<file path="config.mk">
export PLATFORM = sky130hd
export DESIGN_NAME = nd_1to2
export DESIGN_NICKNAME = d
export VERILOG_FILES = /design/src/rtl/nd_1to2_pkg.sv /design/src/rtl/nd_msg_fifo.sv /design/src/rtl/nd_1to2.sv
export SDC_FILE = /design/constraint.sdc
export NUM_CORES = 1
export LEC_CHECK = 0
export CAP_MARGIN = 5
export CORE_MARGIN = 2
export CORE_UTILIZATION = 46
export CTS_BUF_LIST = sky130_fd_sc_hd__clkbuf_4
export CTS_CLUSTER_DIAMETER = 200
export CTS_CLUSTER_SIZE = 14
export DETAILED_ROUTE_END_ITERATION = 7
export GPL_ROUTABILITY_DRIVEN = 0
export MAX_ROUTING_LAYER = met4
export PLACE_DENSITY = 0.68
export SYNTH_ARGS = -nofsm -noshare
export SYNTH_HDL_FRONTEND = slang
export SYNTH_SLANG_ARGS = --single-unit
</file>
<file path="constraint.sdc">
create_clock -name i_clk -period 6.65 [get_ports i_clk]
set_clock_uncertainty 0.05 [all_clocks]
set_input_delay 1.33 -clock i_clk [delete_from_list [all_inputs] [get_ports i_clk]]
set_output_delay 1.33 -clock i_clk [all_outputs]
set_load 0.02 [all_outputs]
</file>
<file path="src/rtl/nd_1to2_pkg.sv">
// -----------------------------------------------------------------------------
// nd_1to2_pkg
//
// Shared definitions for the 1-to-2 router node and its message FIFO:
//   - default field widths and FIFO depth for the node network
//   - message width helper (src + dst + dat + red)
//   - output stage state encoding
//
// Optional feature macro used by nd_1to2: NS_ND_1TO2_BROADCAST_EN.
// -----------------------------------------------------------------------------
package nd_1to2_pkg;

    localparam int DEF_FSZ = 4;   // per-output FIFO depth (power of 2, >= 2)
    localparam int DEF_ASZ = 6;   // src / dst width
    localparam int DEF_DSZ = 8;   // dat width
    localparam int DEF_RSZ = 2;   // red width

    // Output stage of one send channel.
    typedef enum logic [1:0] {
        ST_IDLE = 2'd0,
        ST_REQ  = 2'd1,
        ST_WAIT = 2'd2
    } snd_state_t;

    // A message is stored and forwarded as {src, dst, dat, red}.
    function automatic int msg_width(input int asz, input int dsz, input int rsz);
        return 2 * asz + dsz + rsz;
    endfunction

endpackage

</file>
<file path="src/rtl/nd_msg_fifo.sv">
// -----------------------------------------------------------------------------
// nd_msg_fifo
//
// Message FIFO with a combinational head. Pointers are log2(FSZ)+1 bits wide
// and wrap modulo 2*FSZ: equal pointers mean empty; MSBs differing with the
// remaining bits equal means full. This pointer scheme is the same one the
// merge node uses. A push and a pop on the same edge are both honoured even
// when full, since the pop frees the slot the push writes into.
//
// Ports:
//   i_clk  in   clock, rising edge
//   reset  in   asynchronous active-low reset (clears pointers)
//   clear  in   synchronous clear of the pointers (node init cycle)
//   push   in   write wdata at the tail
//   pop    in   drop the head entry
//   wdata  in   [MW-1:0] message to write
//   head   out  [MW-1:0] oldest message (valid when !empty)
//   full   out  no free slot
//   empty  out  no stored message
// -----------------------------------------------------------------------------
module nd_msg_fifo #(
    parameter int FSZ = 4,
    parameter int MW  = 22
) (
    input  logic          i_clk,
    input  logic          reset,
    input  logic          clear,
    input  logic          push,
    input  logic          pop,
    input  logic [MW-1:0] wdata,
    output logic [MW-1:0] head,
    output logic          full,
    output logic          empty
);

    localparam int AW = $clog2(FSZ);

    logic [AW:0]   wr_ptr;
    logic [AW:0]   rd_ptr;
    logic [MW-1:0] mem [FSZ];
    logic          do_push;
    logic          do_pop;

    assign empty   = (wr_ptr == rd_ptr);
    assign full    = (wr_ptr[AW] != rd_ptr[AW]) && (wr_ptr[AW-1:0] == rd_ptr[AW-1:0]);
    assign do_pop  = pop && !empty && !clear;
    assign do_push = push && (!full || do_pop) && !clear;
    assign head    = mem[rd_ptr[AW-1:0]];

    always_ff @(posedge i_clk or negedge reset) begin
        if (!reset) begin
            wr_ptr <= '0;
            rd_ptr <= '0;
        end else if (clear) begin
            wr_ptr <= '0;
            rd_ptr <= '0;
        end else begin
            if (do_push) wr_ptr <= wr_ptr + (AW+1)'(1);
            if (do_pop)  rd_ptr <= rd_ptr + (AW+1)'(1);
        end
    end

    // Storage carries no reset: contents are only observed behind the pointers.
    always_ff @(posedge i_clk) begin
        if (do_push) mem[wr_ptr[AW-1:0]] <= wdata;
    end

endmodule

</file>
<file path="src/rtl/nd_1to2.sv">
// -----------------------------------------------------------------------------
// nd_1to2
//
// Single-input, dual-output message router. Messages arriving on the rcv0
// channel are steered by dst into one of two FIFOs (dst < SPLIT_ADDR -> snd0,
// otherwise snd1); each FIFO drains into its own output channel.
//
// All channels are four-phase req/ack: the sender raises req with the fields
// stable, the receiver raises ack once it has taken the message, the sender
// drops req, and the receiver drops ack; fields only change while req and ack
// are both low.
//
// Optional feature: define NS_ND_1TO2_BROADCAST_EN to treat dst == all-ones as
// a broadcast written into both FIFOs on the same edge (acked only when both
// have space). Without it, all-ones dst is routed like any other address.
//
// Ports:
//   i_clk                     in   clock, rising edge
//   reset                     in   asynchronous active-low reset
//   ready                     out  high after the init cycle following reset
//   rcv0_src/dst/dat/red      in   input message fields
//   rcv0_req / rcv0_ack       in/out input channel handshake
//   snd0_src/dst/dat/red      out  output 0 message fields
//   snd0_req / snd0_ack       out/in output 0 handshake
//   snd1_*                    as snd0_*, for output 1
//   snd0_state / snd1_state   out  output stage state (debug)
// -----------------------------------------------------------------------------
module nd_1to2
    import nd_1to2_pkg::*;
#(
    parameter int FSZ = DEF_FSZ,
    parameter int ASZ = DEF_ASZ,
    parameter int DSZ = DEF_DSZ,
    parameter int RSZ = DEF_RSZ
) (
    input  logic           i_clk,
    input  logic           reset,
    output logic           ready,

    input  logic [ASZ-1:0] rcv0_src,
    input  logic [ASZ-1:0] rcv0_dst,
    input  logic [DSZ-1:0] rcv0_dat,
    input  logic [RSZ-1:0] rcv0_red,
    input  logic           rcv0_req,
    output logic           rcv0_ack,

    output logic [ASZ-1:0] snd0_src,
    output logic [ASZ-1:0] snd0_dst,
    output logic [DSZ-1:0] snd0_dat,
    output logic [RSZ-1:0] snd0_red,
    output logic           snd0_req,
    input  logic           snd0_ack,

    output logic [ASZ-1:0] snd1_src,
    output logic [ASZ-1:0] snd1_dst,
    output logic [DSZ-1:0] snd1_dat,
    output logic [RSZ-1:0] snd1_red,
    output logic           snd1_req,
    input  logic           snd1_ack,

    output snd_state_t     snd0_state,
    output snd_state_t     snd1_state
);

    localparam int             MW         = msg_width(ASZ, DSZ, RSZ);
    localparam logic [ASZ-1:0] SPLIT_ADDR = ASZ'(1) << (ASZ - 1);

    logic [MW-1:0]        rcv_msg;
    logic [1:0]           want;       // FIFOs this message must be written into
    logic [1:0]           can_push;   // FIFO has a slot on this edge
    logic [1:0]           push;
    logic [1:0]           snd_ack;
    logic [1:0]           snd_req;
    logic [1:0][MW-1:0]   snd_msg;
    logic                 bcast;
    logic                 new_req;
    logic                 accept;

    assign rcv_msg = {rcv0_src, rcv0_dst, rcv0_dat, rcv0_red};
    assign snd_ack = {snd1_ack, snd0_ack};

    // ------------------------------------------------------------------
    // Routing and input acceptance
    // ------------------------------------------------------------------
`ifdef NS_ND_1TO2_BROADCAST_EN
    assign bcast = &rcv0_dst;
`else
    assign bcast = 1'b0;
`endif

    always_comb begin
        want = (rcv0_dst >= SPLIT_ADDR) ? 2'b10 : 2'b01;
        if (bcast) want = 2'b11;
    end

    // Each new request is judged on its own target(s) only, so a full FIFO
    // never blocks traffic heading to the other output.
    assign new_req = ready && rcv0_req && !rcv0_ack;
    assign accept  = new_req && ((want & ~can_push) == 2'b00);
    assign push    = accept ? want : 2'b00;

    // The first edge after reset release is the init cycle: it only raises
    // ready and re-initialises state, so no message is taken on it.
    always_ff @(posedge i_clk or negedge reset) begin
        if (!reset) begin
            ready    <= 1'b0;
            rcv0_ack <= 1'b0;
        end else if (!ready) begin
            ready    <= 1'b1;
            rcv0_ack <= 1'b0;
        end else if (accept) begin
            rcv0_ack <= 1'b1;
        end else if (!rcv0_req && rcv0_ack) begin
            rcv0_ack <= 1'b0;
        end
    end

    // ------------------------------------------------------------------
    // Per-output FIFO and output stage
    // ------------------------------------------------------------------
    for (genvar g = 0; g < 2; g++) begin : g_out
        logic [MW-1:0] head;
        logic          full;
        logic          empty;
        logic          load;
        logic [MW-1:0] msg_q;
        snd_state_t    state_q;
        snd_state_t    state_d;

        nd_msg_fifo #(
            .FSZ (FSZ),
            .MW  (MW)
        ) u_fifo (
            .i_clk (i_clk),
            .reset (reset),
            .clear (!ready),
            .push  (push[g]),
            .pop   (load),
            .wdata (rcv_msg),
            .head  (head),
            .full  (full),
            .empty (empty)
        );

        // A pop in this cycle frees the slot for a push on the same edge.
        assign can_push[g] = !full || load;

        always_comb begin
            state_d = state_q;
            load    = 1'b0;
            case (state_q)
                ST_IDLE: begin
                    if (ready && !empty) begin
                        load    = 1'b1;
                        state_d = ST_REQ;
                    end
                end
                ST_REQ:  if (snd_ack[g])  state_d = ST_WAIT;
                ST_WAIT: if (!snd_ack[g]) state_d = ST_IDLE;
                default: state_d = ST_IDLE;
            endcase
        end

        always_ff @(posedge i_clk or negedge reset) begin
            if (!reset) begin
                state_q <= ST_IDLE;
                msg_q   <= '0;
            end else if (!ready) begin
                state_q <= ST_IDLE;
                msg_q   <= '0;
            end else begin
                state_q <= state_d;
                // Fields stay put from one load to the next.
                if (load) msg_q <= head;
            end
        end

        // req is exactly "in REQ"; it drops asynchronously with reset.
        assign snd_req[g] = (state_q == ST_REQ);
        assign snd_msg[g] = msg_q;
    end

    assign {snd0_src, snd0_dst, snd0_dat, snd0_red} = snd_msg[0];
    assign {snd1_src, snd1_dst, snd1_dat, snd1_red} = snd_msg[1];
    assign snd0_req   = snd_req[0];
    assign snd1_req   = snd_req[1];
    assign snd0_state = g_out[0].state_q;
    assign snd1_state = g_out[1].state_q;

endmodule

</file>
==> results of run 1 <==
[power by group]
group / internal [mW] / leakage (nW) / switching [mW]
registers: 1.72 / 2.42 / 0.181
clock network: 0.275 / 0.175 / 0.425
logic: 0.498 / 1.07 / 0.493
[cells by family (layout without fill, tap and decap cells)]
kind of cell	Yosys count	in the layout	synth area share (%)
multiplexers	46	46	10.7
XOR/XNOR	16	16	1.65
AND/OR/NAND/NOR	128	128	6.13
flip-flops	238	238	72.7
buffers and inverters	34	127	2.33
adder cells (fa/ha/maj)	10	10	1.33
AO/OA/AOI/OAI	62	62	5.12
other	1	2	0.0399
[synth_stat cells, drive strengths merged]
cell / count
a2111oi: 2
and3: 2
and2: 8
ha: 10
nor2b: 2
mux4: 44
inv: 6
clkbuf: 9
dfrtp: 62
nand4b: 1
a21oi: 1
or3b: 2
edfxtp: 176
o311ai: 2
a41oi: 2
o21ai: 48
o311a: 2
nor2: 6
conb: 1
xnor2: 4
o31ai: 4
nand4bb: 1
nand3: 1
nor4: 2
xor2: 12
nand4: 1
o22ai: 1
buf: 19
mux2i: 2
nand2: 102
[worst max-delay path by stage]
stage               startpoint                                    to  slack, ps
2_1_floorplan      rcv0_dst[5]   g_out[0].u_fifo.mem[0][0]$_DFFE_PP_       3780
3_5_place_dp       rcv0_dst[5]   g_out[0].u_fifo.mem[2][9]$_DFFE_PP_       2600
4_1_cts        ready$_DFF_PN0_                                 ready       2730
6_report       ready$_DFF_PN0_                                 ready       2800
5_1_grt        ready$_DFF_PN0_                                 ready       2630
3_3_place_gp       rcv0_dst[5]  g_out[0].u_fifo.mem[0][10]$_DFFE_PP_       2720
[stage by stage]
stage          instance area, um2  instances  utilization [%]  power (mW)  hold slack, ps
6_report                    10700        899             53.0        3.60             488
5_1_grt                     10700        899             53.0        3.79             511
4_1_cts                     10700        898             52.9        3.66             494
3_5_place_dp                10400        862             51.5        2.95             470
3_3_place_gp                10400        862             51.5        2.93             465
2_1_floorplan                9410        535                -        2.59             453
[final cells by class]
| type | count | area [um2] |
|---|---|---|
| fillers | 1598 | 9490 |
| repair buffers | 85 | 828 |
| inverters | 6 | 22.5 |
| clock buffers | 35 | 263 |
| flip-flops and latches | 238 | 6840 |
| multi-input cells | 263 | 2360 |
| clock inverters | 1 | 30.0 |
| diodes | 1 | 2.50 |
| well taps | 270 | 338 |
[flip-flops by register name (all words and copies together) (netlist names)]
name                 cells
ready                    1
rcv0_ack                 1
snd1_state               2
snd0_state               2
g_out.u_fifo.wr_ptr      6
g_out.u_fifo.mem       176
g_out.msg_q             44
g_out.u_fifo.rd_ptr      6
[routing by layer]
| metal | routed length [um] | track usage (%) |
|---|---|---|
| met1 | 7950 | 24.5 |
| met4 | 233 | 4.18 |
| met3 | 732 | 2.39 |
| met5 | 0 | - |
| met2 | 8400 | 26.4 |
[worst register-to-register path, stage by stage, from the launching register on]
cell                      delay, ps
sky130_fd_sc_hd__dfrtp_2        750
sky130_fd_sc_hd__buf_4          430
sky130_fd_sc_hd__or3b_4         450
sky130_fd_sc_hd__a41oi_4        320
sky130_fd_sc_hd__and2_1         950
==> run summary, run 1 <==
### Yosys
- **fraction of synthesized cell area taken by the top area cell type** 56.2%
- **flop and latch count out of synthesis** 238
- **sequential fraction of the synthesis area** 72.7%
- **cell types with the largest area share after synthesis** sky130_fd_sc_hd__edfxtp_1 (56%), sky130_fd_sc_hd__dfrtp_1 (16%), sky130_fd_sc_hd__mux4_2 (11%)
- **Mean Syn Cell Area** 17.6 um2
- **number of standard cells after synthesis** 535
- **post-synthesis cell area** 9410 um2
- **most area-hungry cell type in the Yosys netlist** sky130_fd_sc_hd__edfxtp_1
- **distinct cell type count after synthesis** 36
- **Synth Net Count** 572
- **number of synthesis warnings** 0

### Worst setup path
- **worst path bufs/invs** 2
- **kind of launch point of the worst setup path** flip-flop
- **register-to-register setup slack** 3330 ps
- **data arrival time of the worst path** 2470 ps
- **maximum fanout along the worst path** 33
- **largest stage delay on the critical path** 750 ps
- **cell with the biggest individual delay on the critical path** sky130_fd_sc_hd__dfrtp_2
- **worst-path cell chain** buf_4, clkdlybuf4s50_1
- **path depth of the worst reg2reg path** 4
- **kind of cell with the highest combined delay on the critical path** buffers and inverters
- **required time of the critical path** 5270 ps
- **Crit Reg-Reg Endpoint** g_out[0].u_fifo.mem[2][14]$_DFFE_PP_
- **stages on the worst setup path** 2
- **launch instance of the worst register-to-register path** ready$_DFF_PN0_
- **kind of end point of the critical path** primary output
- **crit path kind** reg -> out

### Clocking
- **count of clock tree sinks** 238
- **post-cts resize count** 0
- **largest buffer count on any clock path** 3
- **CTS Hold Buffers Added** 0
- **Clk pin slew, worst setup/hold paths** 140 ps
- **count of buffers added by post-CTS timing repair for setup** 0
- **clock buffer count from CTS** 20
- **H-tree levels** 1
- **clock latency on the worst-skew pair** 620 ps
- **CTS tree** built
- **Clock Root Buffer** sky130_fd_sc_hd__clkbuf_4

### STA
- **count of pins over their slew limit** 0
- **Hold Violations, Final** 0
- **transition at the pin with the smallest max-transition slack** 1220 ps
- **summed negative setup slack over all endpoints** 0 ps
- **worst max-slew margin expressed relative to the limit** 18.4%
- **Worst Setup Slack, final** 2800 ps
- **Final setup violation count** 0
- **fraction of the cycle the final worst path needs** 58.0%
- **fin crit period** 3850 ps
- **timing-limited maximum frequency** 259 MHz
- **RSZ-0062 raised after global routing** false

### Detailed routing
- **DRT antenna net count** 0
- **routed length per placed instance** 19.3 um
- **vias** 4703
- **number of detailed-routing iterations run before antenna repair** 4
- **number of design rule violations left after detail routing** 0
- **Via-to-Cell Ratio** 5.23
- **total length of routed wires** 17.3 mm
- **DRC marker count from the first detailed-route iteration** 311

### Finish
- **proportion of layout cells with a drive suffix above 1** 21.5%
- **Area Overhead vs Synth** 13.5%
- **most common cell after layout, fill and taps aside** sky130_fd_sc_hd__edfxtp_1
- **most frequent cells in the layout** sky130_fd_sc_hd__edfxtp_1 (176), sky130_fd_sc_hd__nand2_1 (92), sky130_fd_sc_hd__clkdlybuf4s50_1 (77)
- **post-layout net count** 651

### Die
- **Ports** 79
- **initial standard-cell utilization of the core** 46.7%
- **Die X** 147 um
- **die area** 21600 um2
- **Core Region** 20200 um2
- **die extent in y** 147 um
- **site row count** 52

### Global routing
- **via count of the first global-routing pass** 4866
- **largest net degree at the start of global routing** 63
- **first-pass GRT wire length** 27.9 mm
- **GRT Total Usage** 17.1%
- **Remaining Overflow, GRT** 0
- **number of antenna violations at the first check in global routing** 1

### Hold path
- **endpoint of the worst hold-timing path** g_out[0].msg_q[0]$_DFFE_PN0P_
- **startpoint of the tightest hold check path** g_out[0].msg_q[0]$_DFFE_PN0P_
- **Worst Hold Depth** 2
- **worst hold path class** reg -> reg

### Outcome
- **status** complete, no violations

### Placement
- **final HPWL from detailed placement** 10.6 mm
- **worst slack at placement** 2600 ps
- **# port buffers** 78

### Power
- **Power per Cell Area** 337 nW/um2
- **VDD IR max** 0.205 mV
- **LEAKAGE** 3.67 nW

### Run
- **max-cap viol count** 0

Power figures use the tool's default switching activity.
==> inputs of run 2 (changes only) <==
--- a/config.mk
+++ b/config.mk
@@ -14,7 +14,7 @@
 export DETAILED_ROUTE_END_ITERATION = 7
 export GPL_ROUTABILITY_DRIVEN = 0
 export MAX_ROUTING_LAYER = met4
-export PLACE_DENSITY = 0.68
+export PLACE_DENSITY = 0.7
 export SYNTH_ARGS = -nofsm -noshare
 export SYNTH_HDL_FRONTEND = slang
 export SYNTH_SLANG_ARGS = --single-unit
==> constraint.sdc (replaced) <==
create_clock -name i_clk -period 3.4 [get_ports i_clk]
set_clock_uncertainty 0.05 [all_clocks]
set_input_delay 0.68 -clock i_clk [delete_from_list [all_inputs] [get_ports i_clk]]
set_output_delay 0.68 -clock i_clk [all_outputs]
set_load 0.02 [all_outputs]
==> run summary, run 2 (same netlist as run 1, synthesis figures left out) <==
### Worst setup path
- **launch instance of the worst register-to-register path** g_out[0].u_fifo.rd_ptr[1]$_DFFE_PN0P_
- **data arrival time of the worst path** 1900 ps
- **register-to-register setup slack** 910 ps
- **required time of the critical path** 2670 ps
- **stages on the worst setup path** 2
- **capture point of the critical path** snd0_req
- **kind of end point of the critical path** primary output
- **worst-path cell chain** nor2b_1, clkdlybuf4s50_1
- **kind of launch point of the worst setup path** flip-flop
- **kind of cell with the highest combined delay on the critical path** buffers and inverters
- **crit path kind** reg -> out
- **worst path bufs/invs** 1
- **largest stage delay on the critical path** 610 ps
- **cell with the biggest individual delay on the critical path** sky130_fd_sc_hd__clkdlybuf4s50_1
- **path depth of the worst reg2reg path** 5
- **Crit Reg-Reg Endpoint** g_out[0].u_fifo.mem[2][11]$_DFFE_PP_
- **Critical Path Source** snd0_state[0]$_DFFE_PN0P_
- **maximum fanout along the worst path** 7

### Die
- **Die X** 147 um
- **die area** 21600 um2
- **initial standard-cell utilization of the core** 46.7%
- **Ports** 79
- **site row count** 52
- **Core Region** 20200 um2
- **die extent in y** 147 um

### Power
- **Power, Total** 7.07 mW
- **LEAKAGE** 3.75 nW
- **VDD IR max** 0.401 mV
- **Power per Cell Area** 655 nW/um2

### Clocking
- **count of buffers added by post-CTS timing repair for setup** 0
- **post-cts resize count** 0
- **count of clock tree sinks** 238
- **H-tree levels** 1
- **clock latency on the worst-skew pair** 620 ps
- **Clock Root Buffer** sky130_fd_sc_hd__clkbuf_4
- **CTS Hold Buffers Added** 0
- **clock buffer count from CTS** 20
- **CTS tree** built
- **Clk pin slew, worst setup/hold paths** 140 ps
- **largest buffer count on any clock path** 3

### STA
- **RSZ-0062 raised after global routing** false
- **summed negative setup slack over all endpoints** 0 ps
- **Worst Setup Slack, final** 772 ps
- **Hold Violations, Final** 0
- **transition at the pin with the smallest max-transition slack** 1060 ps
- **count of pins over their slew limit** 0
- **fin crit period** 2630 ps
- **worst max-slew margin expressed relative to the limit** 29.1%
- **Final setup violation count** 0
- **minimum hold slack** 178 ps
- **fraction of the cycle the final worst path needs** 77.3%
- **timing-limited maximum frequency** 381 MHz

### Global routing
- **busiest metal layer after global routing** met2
- **GRT Total Usage** 17.7%
- **met2 usage** 28.3%
- **largest net degree at the start of global routing** 47
- **global-route track usage on met1** 25.1%
- **first-pass GRT wire length** 28.7 mm
- **via count of the first global-routing pass** 4977
- **number of antenna violations at the first check in global routing** 1
- **met3 layer usage reported by global route** 2.08%
- **Remaining Overflow, GRT** 0

### Placement
- **final HPWL from detailed placement** 12.1 mm
- **Cells after DPL** 877
- **worst slack at placement** 536 ps
- **dpl cell area** 10500 um2
- **# port buffers** 78

### Detailed routing
- **DRT antenna net count** 0
- **DRC marker count from the first detailed-route iteration** 346
- **routed length per placed instance** 19.9 um
- **vias** 4888
- **Via-to-Cell Ratio** 5.35
- **number of design rule violations left after detail routing** 0
- **number of detailed-routing iterations run before antenna repair** 4
- **total length of routed wires** 18.1 mm

### Finish
- **final design instance area without fill** 10800 um2
- **number of cells in the finished layout apart from fillers** 913
- **post-layout net count** 666
- **Finished Core Util** 53.5%
- **most common cell after layout, fill and taps aside** sky130_fd_sc_hd__edfxtp_1
- **max reg flops** 176
- **layout filler cell count** 1624
- **Area Overhead vs Synth** 14.8%
- **proportion of layout cells with a drive suffix above 1** 23.2%
- **most frequent cells in the layout** sky130_fd_sc_hd__edfxtp_1 (176), sky130_fd_sc_hd__nand2_1 (92), sky130_fd_sc_hd__clkdlybuf4s50_1 (77)

### Hold path
- **worst hold path class** in -> async

### Run
- **max-cap viol count** 0

### Outcome
- **status** complete, no violations

-- run 2: cell count changes in the layout (fill, tap and decap cells not counted) --
cell,change
sky130_fd_sc_hd__buf_4,+14
sky130_fd_sc_hd__buf_12,+1
sky130_fd_sc_hd__clkbuf_4,-1
-- run 2: layout make-up --
class | count | area, um2 | area share [%]
antenna | 1 | 2.50 | 0.0232
clock buffer | 34 | 255 | 2.36
clock inverter | 1 | 30.0 | 0.278
inverter | 6 | 22.5 | 0.209
multi-input combinational | 263 | 2360 | 21.8
sequential | 238 | 6840 | 63.3
tap | 270 | 338 | 3.13
timing repair buffer | 100 | 953 | 8.83
-- run 2: layer usage --
| metal | vias to the layer above | routed length (um) |
|---|---|---|
| met2 | 174 | 8930 |
| met5 | - | 0 |
| met4 | 0 | 212 |
| li1 | 2203 | - |
| met1 | 2493 | 7930 |
| met3 | 18 | 1050 |
-- run 2: power breakdown --
part | switching, mW | internal (mW)
Sequential | 0.266 | 3.38
Combinational | 1.07 | 1.01
Clock | 0.823 | 0.525
-- run 2: how the worst min path moves through the flow --
| stage | slack (ps) | endpoint | cells after the start |
|---|---|---|---|
| after global routing | 230 | g_out[1].msg_q[13]$_DFFE_PN0P_ | 1 |
| after global placement | 460 | g_out[1].msg_q[1]$_DFFE_PN0P_ | 2 |
| after CTS | 170 | g_out[0].msg_q[21]$_DFFE_PN0P_ | 1 |
| after floorplan | 330 | g_out[0].msg_q[0]$_DFFE_PN0P_ | 0 |
| after detailed placement | 470 | g_out[1].msg_q[5]$_DFFE_PN0P_ | 2 |
| final | 180 | g_out[0].msg_q[7]$_DFFE_PN0P_ | 1 |
-- run 2: worst register-to-register path: stages, from the launching register on --
cell and delay [ps]:
sky130_fd_sc_hd__dfrtp_1 770, sky130_fd_sc_hd__buf_4 370, sky130_fd_sc_hd__xnor2_1 160, sky130_fd_sc_hd__a41oi_4 330, sky130_fd_sc_hd__and2_1 170, sky130_fd_sc_hd__buf_4 310
==> RTL change 1, RTL diff (settings of run 2) <==
Build with the macro `NS_ND_1TO2_BROADCAST_EN` defined.
--- a/src/rtl/nd_1to2.sv
+++ b/src/rtl/nd_1to2.sv
@@ -25,6 +25,8 @@
 //   snd1_*                    as snd0_*, for output 1
 //   snd0_state / snd1_state   out  output stage state (debug)
 // -----------------------------------------------------------------------------
+`define NS_ND_1TO2_BROADCAST_EN
+
 module nd_1to2
     import nd_1to2_pkg::*;
 #(
Formal check against the unedited RTL: not equivalent (a bounded check fails within 4 cycles, from zero or initial values and one cycle with reset low).
==> RTL change 1 against run 2 <==
  * Power decreased by 2.9%
  * Setup slack gained 0.035 ns
  * Wire length grew 2.5%
  * Final area fell by 0.48%
  * Worst hold slack got worse by 0.10 ns
  * Sequential share of layout area increased by 0.28 points
  * Area after synthesis shrank 1.7%
  * Sequential cell count unchanged
  * Maximum frequency is 1.4% higher
==> RTL change 1: results (changes against run 2) <==
Fill cell count -> 1558 (-4.1%)
Met3 Track Usage GR -> 2.88% (+0.80 points)
Register area share after synthesis -> 73.9% (+1.3 points)
Switch Pwr -> 2.07 mW (-4.4%)
Post-synth top cells -> 176 x edfxtp_1, 104 x nand2_1, 62 x dfrtp_1
EDFF count, synth -> 176 (unchanged)
First-pass GRT wire length -> 29.3 mm (+2.3%)
Worst-path fanout max -> 6 (-1)
Max reg flops -> 176 (unchanged)
Post-DR vias/cell -> 5.34 (-0.32%)
Root Buffer -> clkbuf_4
Status -> finished clean
Peak supply drop -> 0.309 mV (-23%)
Layout cells sized above 1 -> 17.2% (-6.0 points)
Clock buffer depth -> 3 (unchanged)
Largest net degree at the start of global routing -> 56 (+19%)
DRT iter0 DRCs -> 421 (+22%)
Leak pwr -> 3.85 nW (+2.7%)
R2R depth -> 6 (+1)
Post-DP Area -> 10500 um2 (-0.37%)
Min Hold Slack -> 0.0747 ns (-0.103 ns)
Port Buffer Count -> 78 (unchanged)
Routed len/inst -> 20.1 um (+1.2%)
CP endpoint -> snd1_req
Number of library cell types mapped by synthesis -> 41 (+14%)
CTS Buf Count -> 20 (unchanged)
Synth area leaders -> edfxtp_1 57%, dfrtp_1 17%, mux4_2 11%
Met2 usage -> 30.0% (+1.7 points)
Setup crit start -> snd1_state[0]
Detail Placement HPWL -> 12.3 mm (+2.2%)
HP Class -> in2async
Post-CTS Setup Bufs -> 0 (unchanged)
Total track usage -> 18.3% (+0.65 points)
Worst path arrival time -> 1.86 ns (-0.04 ns)
Clock transition at path regs -> 0.15 ns
Reg2Reg Setup Slack -> 0.84 ns (-0.07 ns)
Total Nets Final -> 680 (+2.1%)
Skew-Pair Late Insertion Delay -> 0.63 ns
Vias in the first global route -> 5212 (+4.7%)
Number of antenna violations at the first check in global routing -> 1 (unchanged)
Reg2reg start -> ready
Syn nets -> 584 (+2.1%)
Synth Warn # -> 0 (unchanged)
Worst reg2reg path endpoint -> g_out[1].u_fifo.mem[0][11]
Drt pass-1 iters -> 5 (+1)
Slew margin rel. -> 33.9% (+4.8 points)
Met1 Resource Use GR -> 24.6% (-0.55 points)
==> RTL change 1: power by group through the flow <==
| stage | Combinational, mW | Clock, mW | Sequential (mW) |
|---|---|---|---|
| 2_1_floorplan | 0.913 | 0 | 3.89 |
| 4_1_cts | 2.03 | 1.35 | 3.57 |
| 3_5_place_dp | 2.02 | 0 | 3.63 |
| 3_3_place_gp | 1.99 | 0 | 3.61 |
| 6_report | 1.99 | 1.31 | 3.56 |
| 5_1_grt | 2.16 | 1.46 | 3.60 |
==> RTL change 1: layout make-up <==
class                   count  area, um2  area share, %
well taps                 265        332           3.09
multi-input cells         270       2260           21.0
inverters                   9       33.8          0.314
repair buffers            104       1010           9.38
diodes                      2       5.00         0.0466
clock buffers              36        270           2.51
flip-flops and latches    238       6840           63.6
==> RTL change 1: critical path, cell delays in order, from the launching register on <==
cell,delay (ns)
dfrtp_1,0.46
nor2b_1,0.15
clkdlybuf4s50_1,0.62
==> RTL change 1: layer usage <==
metal  share of wire [%]  routed length, um
met5                   0                  0
met4                 1.5                274
met2                  51               9410
met3                 5.4               1010
met1                  42               7880
==> RTL change 1: cell families after synthesis <==
group / share of synthesized area [%]
other: 0.0406
AO/OA/AOI/OAI: 2.83
multiplexers: 11.5
AND/OR/NAND/NOR: 7.54
adder cells (fa/ha/maj): 1.35
flip-flops: 73.9
XOR/XNOR: 0.947
buffers and inverters: 1.87
==> RTL change 1: metrics by stage <==
step	utilization (%)	setup slack [ns]	instances
6_report	54.9	0.807	924
5_1_grt	54.8	0.692	923
4_1_cts	54.8	0.753	922
3_5_place_dp	53.5	0.309	886
3_3_place_gp	53.5	0.400	886
2_1_floorplan	-	0.825	547
==> RTL change 2, RTL diff (settings of run 2) <==
Made on the original files. Put a register stage on the output `snd1_red`, with the module's reset. The value now appears one clock later. The other outputs are not delayed to match.
--- a/src/rtl/nd_1to2.sv
+++ b/src/rtl/nd_1to2.sv
@@ -65,6 +65,8 @@
     localparam int             MW         = msg_width(ASZ, DSZ, RSZ);
     localparam logic [ASZ-1:0] SPLIT_ADDR = ASZ'(1) << (ASZ - 1);
 
+    logic [RSZ-1:0] snd1_red_d;
+
     logic [MW-1:0]        rcv_msg;
     logic [1:0]           want;       // FIFOs this message must be written into
     logic [1:0]           can_push;   // FIFO has a slot on this edge
@@ -181,11 +183,19 @@
     end
 
     assign {snd0_src, snd0_dst, snd0_dat, snd0_red} = snd_msg[0];
-    assign {snd1_src, snd1_dst, snd1_dat, snd1_red} = snd_msg[1];
+    assign {snd1_src, snd1_dst, snd1_dat, snd1_red_d} = snd_msg[1];
     assign snd0_req   = snd_req[0];
     assign snd1_req   = snd_req[1];
     assign snd0_state = g_out[0].state_q;
     assign snd1_state = g_out[1].state_q;
 
+    always_ff @(posedge i_clk or negedge reset) begin
+        if (!reset) begin
+            snd1_red <= '0;
+        end else begin
+            snd1_red <= snd1_red_d;
+        end
+    end
+
 endmodule
 
Check against the original RTL: not equivalent (a bounded check fails within 4 cycles, from zero or initial values and one cycle with reset low).
==> RTL change 2 against run 2 <==
  * Setup slack worse by 0.17 ns
  * Largest cell class unchanged
  * Final area up 0.43%
  * Sequential cell count up 2
  * Power up 0.56%
  * Via count down 0.16%
  * Area after synthesis up 2.6%
  * Wire length down 0.70%
  * Critical path type unchanged
  * First-iteration DRC count down 24%
==> RTL change 2: results (changes against run 2) <==
Post-Synth Adder-Cell Area -> 1.30% (-0.034 points)
First-pass GRT wire length -> 28.5 mm (-0.60%)
Critical path's slowest cell -> dfrtp_2
Layout cells sized above 1 -> 24.4% (+1.2 points)
Post-DP Area -> 10600 um2 (+0.43%)
DR vias -> 4880 (-0.16%)
Reg2Reg Setup Slack -> 0.96 ns (+0.05 ns)
Routed len/inst -> 19.7 um (-0.91%)
Seq area share -> 63.5% (+0.19 points)
Status -> finished clean
Register area share after synthesis -> 71.3% (-1.4 points)
Min Hold Slack -> 0.0756 ns (-0.103 ns)
Post-DR vias/cell -> 5.33 (-0.38%)
Met2 usage -> 29.8% (+1.5 points)
Switch Pwr -> 2.20 mW (+1.8%)
Buffers, non-clock -> 93 (-7.0%)
Clk cell area share -> 2.64% (about the same)
Peak supply drop -> 0.395 mV (-1.6%)
Met1 Resource Use GR -> 22.0% (-3.2 points)
Multi-input combinational area share -> 22.1% (+0.29 points)
Syn nets -> 594 (+3.8%)
Post-synth top cells -> 176 x edfxtp_1, 89 x nand2_1, 64 x dfrtp_1
Die Wd -> 149 um (+1.3%)
R2R depth -> 4 (-1)
# clk buffers -> 36 (+5.9%)
Leak pwr -> 3.76 nW (+0.26%)
CP max stage delay -> 0.74 ns (+0.13 ns)
Post-synthesis instance total -> 557 (+4.1%)
Number of library cell types mapped by synthesis -> 37 (+2.8%)
RTL change 2: cell types whose count changed after synthesis, sizes merged:
cell	before	now
buf	19	39
dfrtp	62	64
RTL change 2: per-stage QoR:
step | total power, mW | utilization, % | worst slack, ns
final | 7.11 | 52.1 | 0.598
after global routing | 7.51 | 52.1 | 0.444
after CTS | 7.23 | 52.1 | 0.531
after detailed placement | 5.89 | 50.7 | 0.497
after global placement | 5.86 | 50.7 | 0.592
after floorplan | 5.27 | - | 1.13
RTL change 2: final timing paths:
kind	from	end
setup reg to reg	ready	g_out[0].u_fifo.mem[1][18]
hold / removal	reset	g_out[1].u_fifo.rd_ptr[1]
max in group asynchronous	reset	g_out[1].msg_q[3]
hold reg to reg	g_out[1].msg_q[1]	snd1_red[1]
setup / recovery	ready	ready
min in group i_clk	g_out[1].msg_q[1]	snd1_red[1]
